==> src/rtl/cv32e40s_pkg.sv <==
// ---------------------------------------------------------------------------
// cv32e40s_pkg
// Shared types for the data-side OBI arbiter slice:
//   data_arb_id_e      - requester identity (LSU = 0, auxiliary = 1)
//   data_arb_state_e   - arbiter FSM states (ARB, HOLD)
//   obi_data_req_t     - request payload (address, write enable, byte enables, write data)
//   obi_data_resp_t    - response payload (read data, error flag)
//   DATA_ARB_MAX_OUTSTANDING_MAX - largest legal MAX_OUTSTANDING
// ---------------------------------------------------------------------------
package cv32e40s_pkg;

  typedef enum logic {
    ARB_ID_LSU = 1'b0,
    ARB_ID_AUX = 1'b1
  } data_arb_id_e;

  typedef enum logic {
    ARB  = 1'b0,
    HOLD = 1'b1
  } data_arb_state_e;

  localparam int DATA_ARB_MAX_OUTSTANDING_MAX = 8;

  typedef struct packed {
    logic [31:0] addr;
    logic        we;
    logic [3:0]  be;
    logic [31:0] wdata;
  } obi_data_req_t;

  typedef struct packed {
    logic [31:0] rdata;
    logic        err;
  } obi_data_resp_t;

endpackage

==> src/rtl/cv32e40s_data_arb_id_fifo.sv <==
// ---------------------------------------------------------------------------
// cv32e40s_data_arb_id_fifo
// In-order FIFO of requester IDs for transfers that have been accepted by the
// bus but not yet answered. Responses come back in issue order, so the head
// tells the arbiter which requester the current response belongs to.
// Ports:
//   clk, rst  - clock, synchronous active-high reset
//   push      - store push_id at the tail (ignored when full)
//   push_id   - ID of the accepted transfer
//   pop       - drop the head entry (ignored when empty)
//   head      - ID at the head of the FIFO
//   count     - number of stored IDs
//   empty     - count == 0
//   full      - count == DEPTH
// ---------------------------------------------------------------------------
module cv32e40s_data_arb_id_fifo
  import cv32e40s_pkg::*;
#(
  parameter int DEPTH = 2,
  localparam int CNT_W = $clog2(DEPTH + 1),
  localparam int PTR_W = (DEPTH > 1) ? $clog2(DEPTH) : 1
) (
  input  logic               clk,
  input  logic               rst,
  input  logic               push,
  input  data_arb_id_e       push_id,
  input  logic               pop,
  output data_arb_id_e       head,
  output logic [CNT_W-1:0]   count,
  output logic               empty,
  output logic               full
);

  data_arb_id_e     mem [DEPTH];
  logic [PTR_W-1:0] wr_ptr;
  logic [PTR_W-1:0] rd_ptr;
  logic             do_push;
  logic             do_pop;

  // Pointers wrap at DEPTH, which need not be a power of two.
  function automatic logic [PTR_W-1:0] ptr_inc(input logic [PTR_W-1:0] p);
    return (p == PTR_W'(DEPTH - 1)) ? '0 : p + PTR_W'(1);
  endfunction

  assign empty   = (count == '0);
  assign full    = (count == CNT_W'(DEPTH));
  assign head    = mem[rd_ptr];

  // A pop in the same cycle does not make room for a push when full.
  assign do_push = push && !full;
  assign do_pop  = pop && !empty;

  always_ff @(posedge clk) begin
    if (rst) begin
      wr_ptr <= '0;
      rd_ptr <= '0;
      count  <= '0;
    end else begin
      if (do_push) begin
        mem[wr_ptr] <= push_id;
        wr_ptr      <= ptr_inc(wr_ptr);
      end
      if (do_pop) begin
        rd_ptr <= ptr_inc(rd_ptr);
      end
      case ({do_push, do_pop})
        2'b10:   count <= count + CNT_W'(1);
        2'b01:   count <= count - CNT_W'(1);
        default: count <= count;
      endcase
    end
  end

endmodule

==> src/rtl/cv32e40s_data_obi_arbiter.sv <==
// ---------------------------------------------------------------------------
// cv32e40s_data_obi_arbiter
// Arbitrates two data requesters (LSU and auxiliary) onto one OBI request
// channel and routes in-order responses back to the requester that issued
// each transfer.
// Configuration macro: CV32E40S_DATA_ARB_RR_EN
//   defined   - round-robin between the two requesters
//   undefined - fixed priority, LSU over auxiliary
// Ports:
//   clk, rst                         - clock, synchronous active-high reset
//   req0_valid_i/req0_ready_o/req0_i - LSU request handshake and payload
//   req1_valid_i/req1_ready_o/req1_i - auxiliary request handshake and payload
//   resp0_valid_o/resp0_o            - response to LSU
//   resp1_valid_o/resp1_o            - response to auxiliary
//   trans_valid_o/trans_ready_i/trans_o - shared request to the OBI adapter
//   resp_valid_i/resp_i              - response from the OBI adapter
//   protocol_err_o                   - response seen with nothing outstanding
// ---------------------------------------------------------------------------
module cv32e40s_data_obi_arbiter
  import cv32e40s_pkg::*;
#(
  parameter int MAX_OUTSTANDING = 2
) (
  input  logic           clk,
  input  logic           rst,
  input  logic           req0_valid_i,
  output logic           req0_ready_o,
  input  obi_data_req_t  req0_i,
  input  logic           req1_valid_i,
  output logic           req1_ready_o,
  input  obi_data_req_t  req1_i,
  output logic           resp0_valid_o,
  output obi_data_resp_t resp0_o,
  output logic           resp1_valid_o,
  output obi_data_resp_t resp1_o,
  output logic           trans_valid_o,
  input  logic           trans_ready_i,
  output obi_data_req_t  trans_o,
  input  logic           resp_valid_i,
  input  obi_data_resp_t resp_i,
  output logic           protocol_err_o
);

  localparam int CNT_W = $clog2(MAX_OUTSTANDING + 1);

  data_arb_state_e  state_q;
  data_arb_id_e     owner_q;
  data_arb_id_e     sel;
  logic             sel_valid;
  logic             push;
  logic             pop;
  data_arb_id_e     id_head;
  logic [CNT_W-1:0] id_count;
  logic             id_empty;
  logic             id_full;

`ifdef CV32E40S_DATA_ARB_RR_EN
  data_arb_id_e     last_q;
`endif

  // Pick the owner of the request channel. In HOLD the latched owner keeps
  // the channel so an unaccepted OBI request stays stable.
  always_comb begin
    sel       = ARB_ID_LSU;
    sel_valid = 1'b0;
    if (state_q == HOLD) begin
      sel       = owner_q;
      sel_valid = (owner_q == ARB_ID_LSU) ? req0_valid_i : req1_valid_i;
    end else begin
      sel_valid = req0_valid_i || req1_valid_i;
      if (req0_valid_i && req1_valid_i) begin
`ifdef CV32E40S_DATA_ARB_RR_EN
        sel = (last_q == ARB_ID_LSU) ? ARB_ID_AUX : ARB_ID_LSU;
`else
        sel = ARB_ID_LSU;
`endif
      end else if (req1_valid_i) begin
        sel = ARB_ID_AUX;
      end
    end
  end

  // New transfers are throttled once MAX_OUTSTANDING are in flight.
  assign trans_valid_o  = sel_valid && !id_full;
  assign trans_o        = !sel_valid ? '0 : ((sel == ARB_ID_AUX) ? req1_i : req0_i);
  assign push           = trans_valid_o && trans_ready_i;
  assign req0_ready_o   = push && (sel == ARB_ID_LSU);
  assign req1_ready_o   = push && (sel == ARB_ID_AUX);

  // Responses are routed with zero latency to the ID at the FIFO head.
  assign pop            = resp_valid_i && (id_count != '0);
  assign resp0_valid_o  = pop && (id_head == ARB_ID_LSU);
  assign resp1_valid_o  = pop && (id_head == ARB_ID_AUX);
  assign resp0_o        = resp0_valid_o ? resp_i : '0;
  assign resp1_o        = resp1_valid_o ? resp_i : '0;
  assign protocol_err_o = resp_valid_i && id_empty;

  // ARB/HOLD state machine; the owner is latched when a request stalls.
  always_ff @(posedge clk) begin
    if (rst) begin
      state_q <= ARB;
      owner_q <= ARB_ID_LSU;
    end else begin
      case (state_q)
        ARB: begin
          if (trans_valid_o && !trans_ready_i) begin
            state_q <= HOLD;
            owner_q <= sel;
          end
        end
        HOLD: begin
          if (trans_ready_i) begin
            state_q <= ARB;
          end
        end
        default: state_q <= ARB;
      endcase
    end
  end

`ifdef CV32E40S_DATA_ARB_RR_EN
  // Reset to AUX so the LSU wins the first contested grant.
  always_ff @(posedge clk) begin
    if (rst) begin
      last_q <= ARB_ID_AUX;
    end else if (push) begin
      last_q <= sel;
    end
  end
`endif

  cv32e40s_data_arb_id_fifo #(
    .DEPTH (MAX_OUTSTANDING)
  ) u_id_fifo (
    .clk     (clk),
    .rst     (rst),
    .push    (push),
    .push_id (sel),
    .pop     (pop),
    .head    (id_head),
    .count   (id_count),
    .empty   (id_empty),
    .full    (id_full)
  );

endmodule

==> config.mk <==
export PLATFORM = sky130hd
export DESIGN_NAME = cv32e40s_data_obi_arbiter
export DESIGN_NICKNAME = d
export VERILOG_FILES = /design/src/rtl/cv32e40s_pkg.sv /design/src/rtl/cv32e40s_data_arb_id_fifo.sv /design/src/rtl/cv32e40s_data_obi_arbiter.sv
export SDC_FILE = /design/constraint.sdc
export NUM_CORES = 1
export LEC_CHECK = 0
export ABC_AREA = 0
export BUFFER_PORTS_ARGS = -buffer_cell sky130_fd_sc_hd__buf_4
export CAP_MARGIN = 15
export CORE_AREA = 3 3 123 125
export DETAILED_ROUTE_END_ITERATION = 8
export DIE_AREA = 0 0 126 128
export HOLD_SLACK_MARGIN = 0.12
export SETUP_SLACK_MARGIN = 0.1
export SLEW_MARGIN = 25
export SYNTH_ARGS = -nofsm -noshare
export SYNTH_HDL_FRONTEND = slang
export SYNTH_SLANG_ARGS = --single-unit
==> constraint.sdc <==
create_clock -name clk -period 5.7 [get_ports clk]
set_input_delay 1.14 -clock clk [delete_from_list [all_inputs] [get_ports clk]]
set_output_delay 1.14 -clock clk [all_outputs]
set_load 0.03 [all_outputs]
### Yosys cells after proc, flatten, opt, wreduce, memory -nomap -nowiden

Memory sizes are Yosys's and may differ from the RTL's. A register that Yosys moved wholly into a read port is not among the register bits.
Cells that the tools add are included.

* bits in registers: 6
* RAM bits: 2
* bits of input ports: 177
* output and inout bits: 141
* logic and storage cells: 56
* memories kept: 1

* add/subtract/negate cells: 4
* equality and inequality tests: 3
* multiplexer cells: 20
* bitwise logic cells: 3
* reductions and logical operators: 20

Memories
* u_id_fifo.mem: depth 2, bits a word 1, rd ports 1, clocked after Yosys merged registers in 1, write ports 1, RTL line cv32e40s_data_arb_id_fifo.sv:34 `data_arb_id_e mem [DEPTH];`

Operators by type and width (count)
* two-way mux 69 bit: 2
* two-way mux 33 bit: 2
* two-way mux 1 bit: 14
* logical AND 1 bit: 12
* == test 2 bit, second input constant: 2
* case mux 2 bit (2 select lines): 1
* nonzero test 2 bit: 2
* logical NOT 1 bit: 3
* NOT 1 bit: 3
* adder 1 bit, second input constant: 2
* adder 2 x 1 -> 2 bit, second input constant: 1
* == test 2 x 1 -> 1 bit, second input constant: 1
* logical NOT 2 bit: 1
* case mux 1 bit (2 select lines): 1
* AND reduction 2 bit: 1
* subtractor 2 x 1 -> 2 bit, second input constant: 1
* logical OR 1 bit: 1

### Longest topological paths before layout

* depth after elaboration: 8
* depth in mapped cells: 7

### By module

From an unflattened synthesis, not the netlist that was laid out.

* cell total of the unflattened synthesis: 214
* area total of the unflattened synthesis: 1620.3 sq um

Modules (own cells, without submodules)
* cv32e40s_data_obi_arbiter: instances 1, cells each 186, area an instance 1326.3 sq um, seq. area each 40.0 sq um
* cv32e40s_data_arb_id_fifo: instances 1, cells each 28, area an instance 294.0 sq um, seq. area each 160.2 sq um

### Worst setup path before layout

OpenSTA, ideal clock, no wires.

* path type: input to output
* from: in req1_valid_i
* to: out trans_o[0] (netlist bit)
* data arrival time: 2597 ps
* path slack: 1963 ps
* cell stages on the path: 6
* path through: buf_4 > or3b_1 > buf_2 > buf_2 > nand3_1 > a211oi_1

RTL lines
* start: declaration: RTL line cv32e40s_data_obi_arbiter.sv:29 `input logic req1_valid_i,`
* end: declaration: RTL line cv32e40s_data_obi_arbiter.sv:38 `output obi_data_req_t trans_o,`

==> out/qor.yml <==
worst_hold_path:
  min_path_type: "register to register"
placed_design:
  port_buffers: 317
  gp_congestion: 0.857
  dp_hpwl_um: 11700
grt:
  grt_first_pass_wirelength_um: 22000
  grt_use_total: 0.168
  grt_pass1_vias: 3910
  overflow: 0
  grt_max_degree: 70
  antenna_found_initial: 4
detailed_routing:
  drtIter0Drc: 177
  drt-vias-per-instance: 4.83
  vias: 4039
  drc: 0
  drt_wl_total_um: 14900
  ant_nets: 0
  routedWlPerCell_um: 17.8
  first_pass_iters: 4
floorplanning:
  fp.dieW_um: 126
  core_mm2: 0.0140
  fp.dieH_um: 128
  ios: 318
  rows: 43
  start_util: 0.173
  dieArea_mm2: 0.0161
pwr:
  vdd_drop_max_uv: 74.8
  p_leak_nw: 2.40
  finalPower_mw: 1.00
  power_density_mw_per_mm2: 202
synthesis:
  ys_ff_latch: 9
  synth_top_area_frac: 0.183
  ys_seq_area_frac: 0.0828
  syn_area_mm2: 0.00242
  ys_async_sr_fraction: 0
  synth_cells: 376
  yosysTopAreaCell: "a211oi_1"
  synth_nets: 554
  synth_area_leaders: "a211oi_1 (18%), and2_1 (17%), nand3_1 (14%)"
  synth-edff-count: 2
  yosysWarnings: 0
  syn_avg_cell_area_um2: 6.43
  synth_cell_types: 40
  ys.flop_type: "dfxtp_1"
job:
  maxCapViolations: 0
clock_tree:
  clock-sinks: 9
  hold_buffers: 0
  cts_buffers: 3
  clockBufferDepth: 2
  cts_max_level: 1
  cts_setup_buffers: 0
  cts_resized: 0
  clk_latency_ns: 0.24
  cts_tree: "done"
  clk_pin_slew_ns: 0.04
  root_buffer: "clkbuf_16"
timing:
  setup_violations: 0
  drv_slew: 0
  fin_setup_tns_ns: 0
  max_freq_mhz: 265
  rsz0062_at_grt: "false"
  min_period_ns: 3.78
  tightest_slew_ns: 0.847
  finClkSkew_ns: 0.00144
  finalCritPeriodShare: 0.663
  max_slew_margin: 0.436
  hold_violations: 0
layout:
  syn2layout_area_growth_pct: 105
  mostFrequentLayoutCells: "buf_4 (324), nand3_1 (69), and2_1 (66), o21ai_0 (60), a211oi_1 (59)"
  drive_gt1_frac: 0.533
  final_nets: 832
  final_common_cell: "buf_4"
  fill_cells: 1558
critical_path:
  path_class: "input pin to primary output"
  critical_path.max_fanout: 43
  startpoint_type: "input pin"
  critPathCaptureType: "primary output"
  required_ns: 4.56
  worstPathArrival_ns: 2.64
outcome:
  outcome: "finished, final reports clean"
## cell families (layout without fill, tap and decap cells)
group	after synthesis	count (layout)	synth area share
AOI/OAI and AO/OA	149	149	0.413
xor gates and xnor gates	3	3	0.0109
adders and majority gates	1	1	0.00518
buffers and inverters	53	330	0.102
DFF	9	9	0.0828
muxes	2	2	0.0104
other	0	4	0
and+or+nand+nor	159	159	0.376
## area by class of cell
cell class,count,area (um2),area share
well taps,180,225,0.0455
repair buffers,325,2450,0.495
inverters,1,3.75,0.000758
flip-flops and latches,9,200,0.0404
clock buffers,4,78.8,0.0159
diodes,4,10.0,0.00202
multi-input cells,314,1980,0.400
## per-stage QoR
step | instance area, um2 | worst slack [ns] | hold WS (ns) | cells | util
2_1_floorplan | 2420 | 1.96 | 0.472 | 376 | -
3_3_place_gp | 4860 | 1.89 | 0.484 | 829 | 0.348
3_5_place_dp | 4860 | 1.92 | 0.503 | 829 | 0.348
4_1_cts | 4940 | 1.92 | 0.524 | 833 | 0.353
5_1_grt | 4950 | 1.80 | 0.552 | 837 | 0.354
6_report | 4950 | 1.92 | 0.521 | 837 | 0.354
## synthesized netlist by cell type (2+ instances only)
master	count
a211oi_1	59
a211oi_2	10
a21oi_1	3
and2_1	66
buf_1	7
buf_2	19
buf_4	4
clkbuf_1	20
dfxtp_1	7
edfxtp_1	2
nand2b_1	2
nand3_1	69
nor2_1	7
nor2b_1	2
nor3_1	2
nor3b_1	2
o21ai_0	60
o21ai_1	11
or3b_1	2
xor2_1	2
## path summary, 6_finish.rpt
| path | startpoint | endpoint | slack [ns] | cells after the start |
|---|---|---|---|---|
| min reg2reg | u_id_fifo.rd_ptr$_SDFFE_PP0P_ | register | 0.52 | 2 |
| max | req1_valid_i | trans_o[68] | 1.92 | 6 |
| min | u_id_fifo.rd_ptr$_SDFFE_PP0P_ | register | 0.52 | 2 |
| max reg2reg | state_q$_SDFF_PP0_ | u_id_fifo.count[1]$_SDFFE_PP0P_ | 3.64 | 5 |
## where the power goes
group          internal, mW  switching (mW)  total (mW)  leakage [nW]
Sequential           0.0810          0.0146      0.0956        0.0762
Clock                0.0935          0.0306       0.124        0.0382
Combinational         0.323           0.457       0.781          2.29
## critical path, cell delays in order
cell      delay, ns
buf_4          0.15
nor3b_4        0.22
buf_4          0.42
o21ai_0        0.20
a211oi_1       0.28
buf_4          0.20
## metal layers
layer | up-vias | wire length, um | global-route usage
met5 | - | 0 | 0
met4 | 0 | 426 | 0.0618
met3 | 19 | 1210 | 0.0342
met2 | 233 | 7680 | 0.303
met1 | 1839 | 5580 | 0.195
li1 | 1948 | - | -
(Power assumes the default switching activity.)
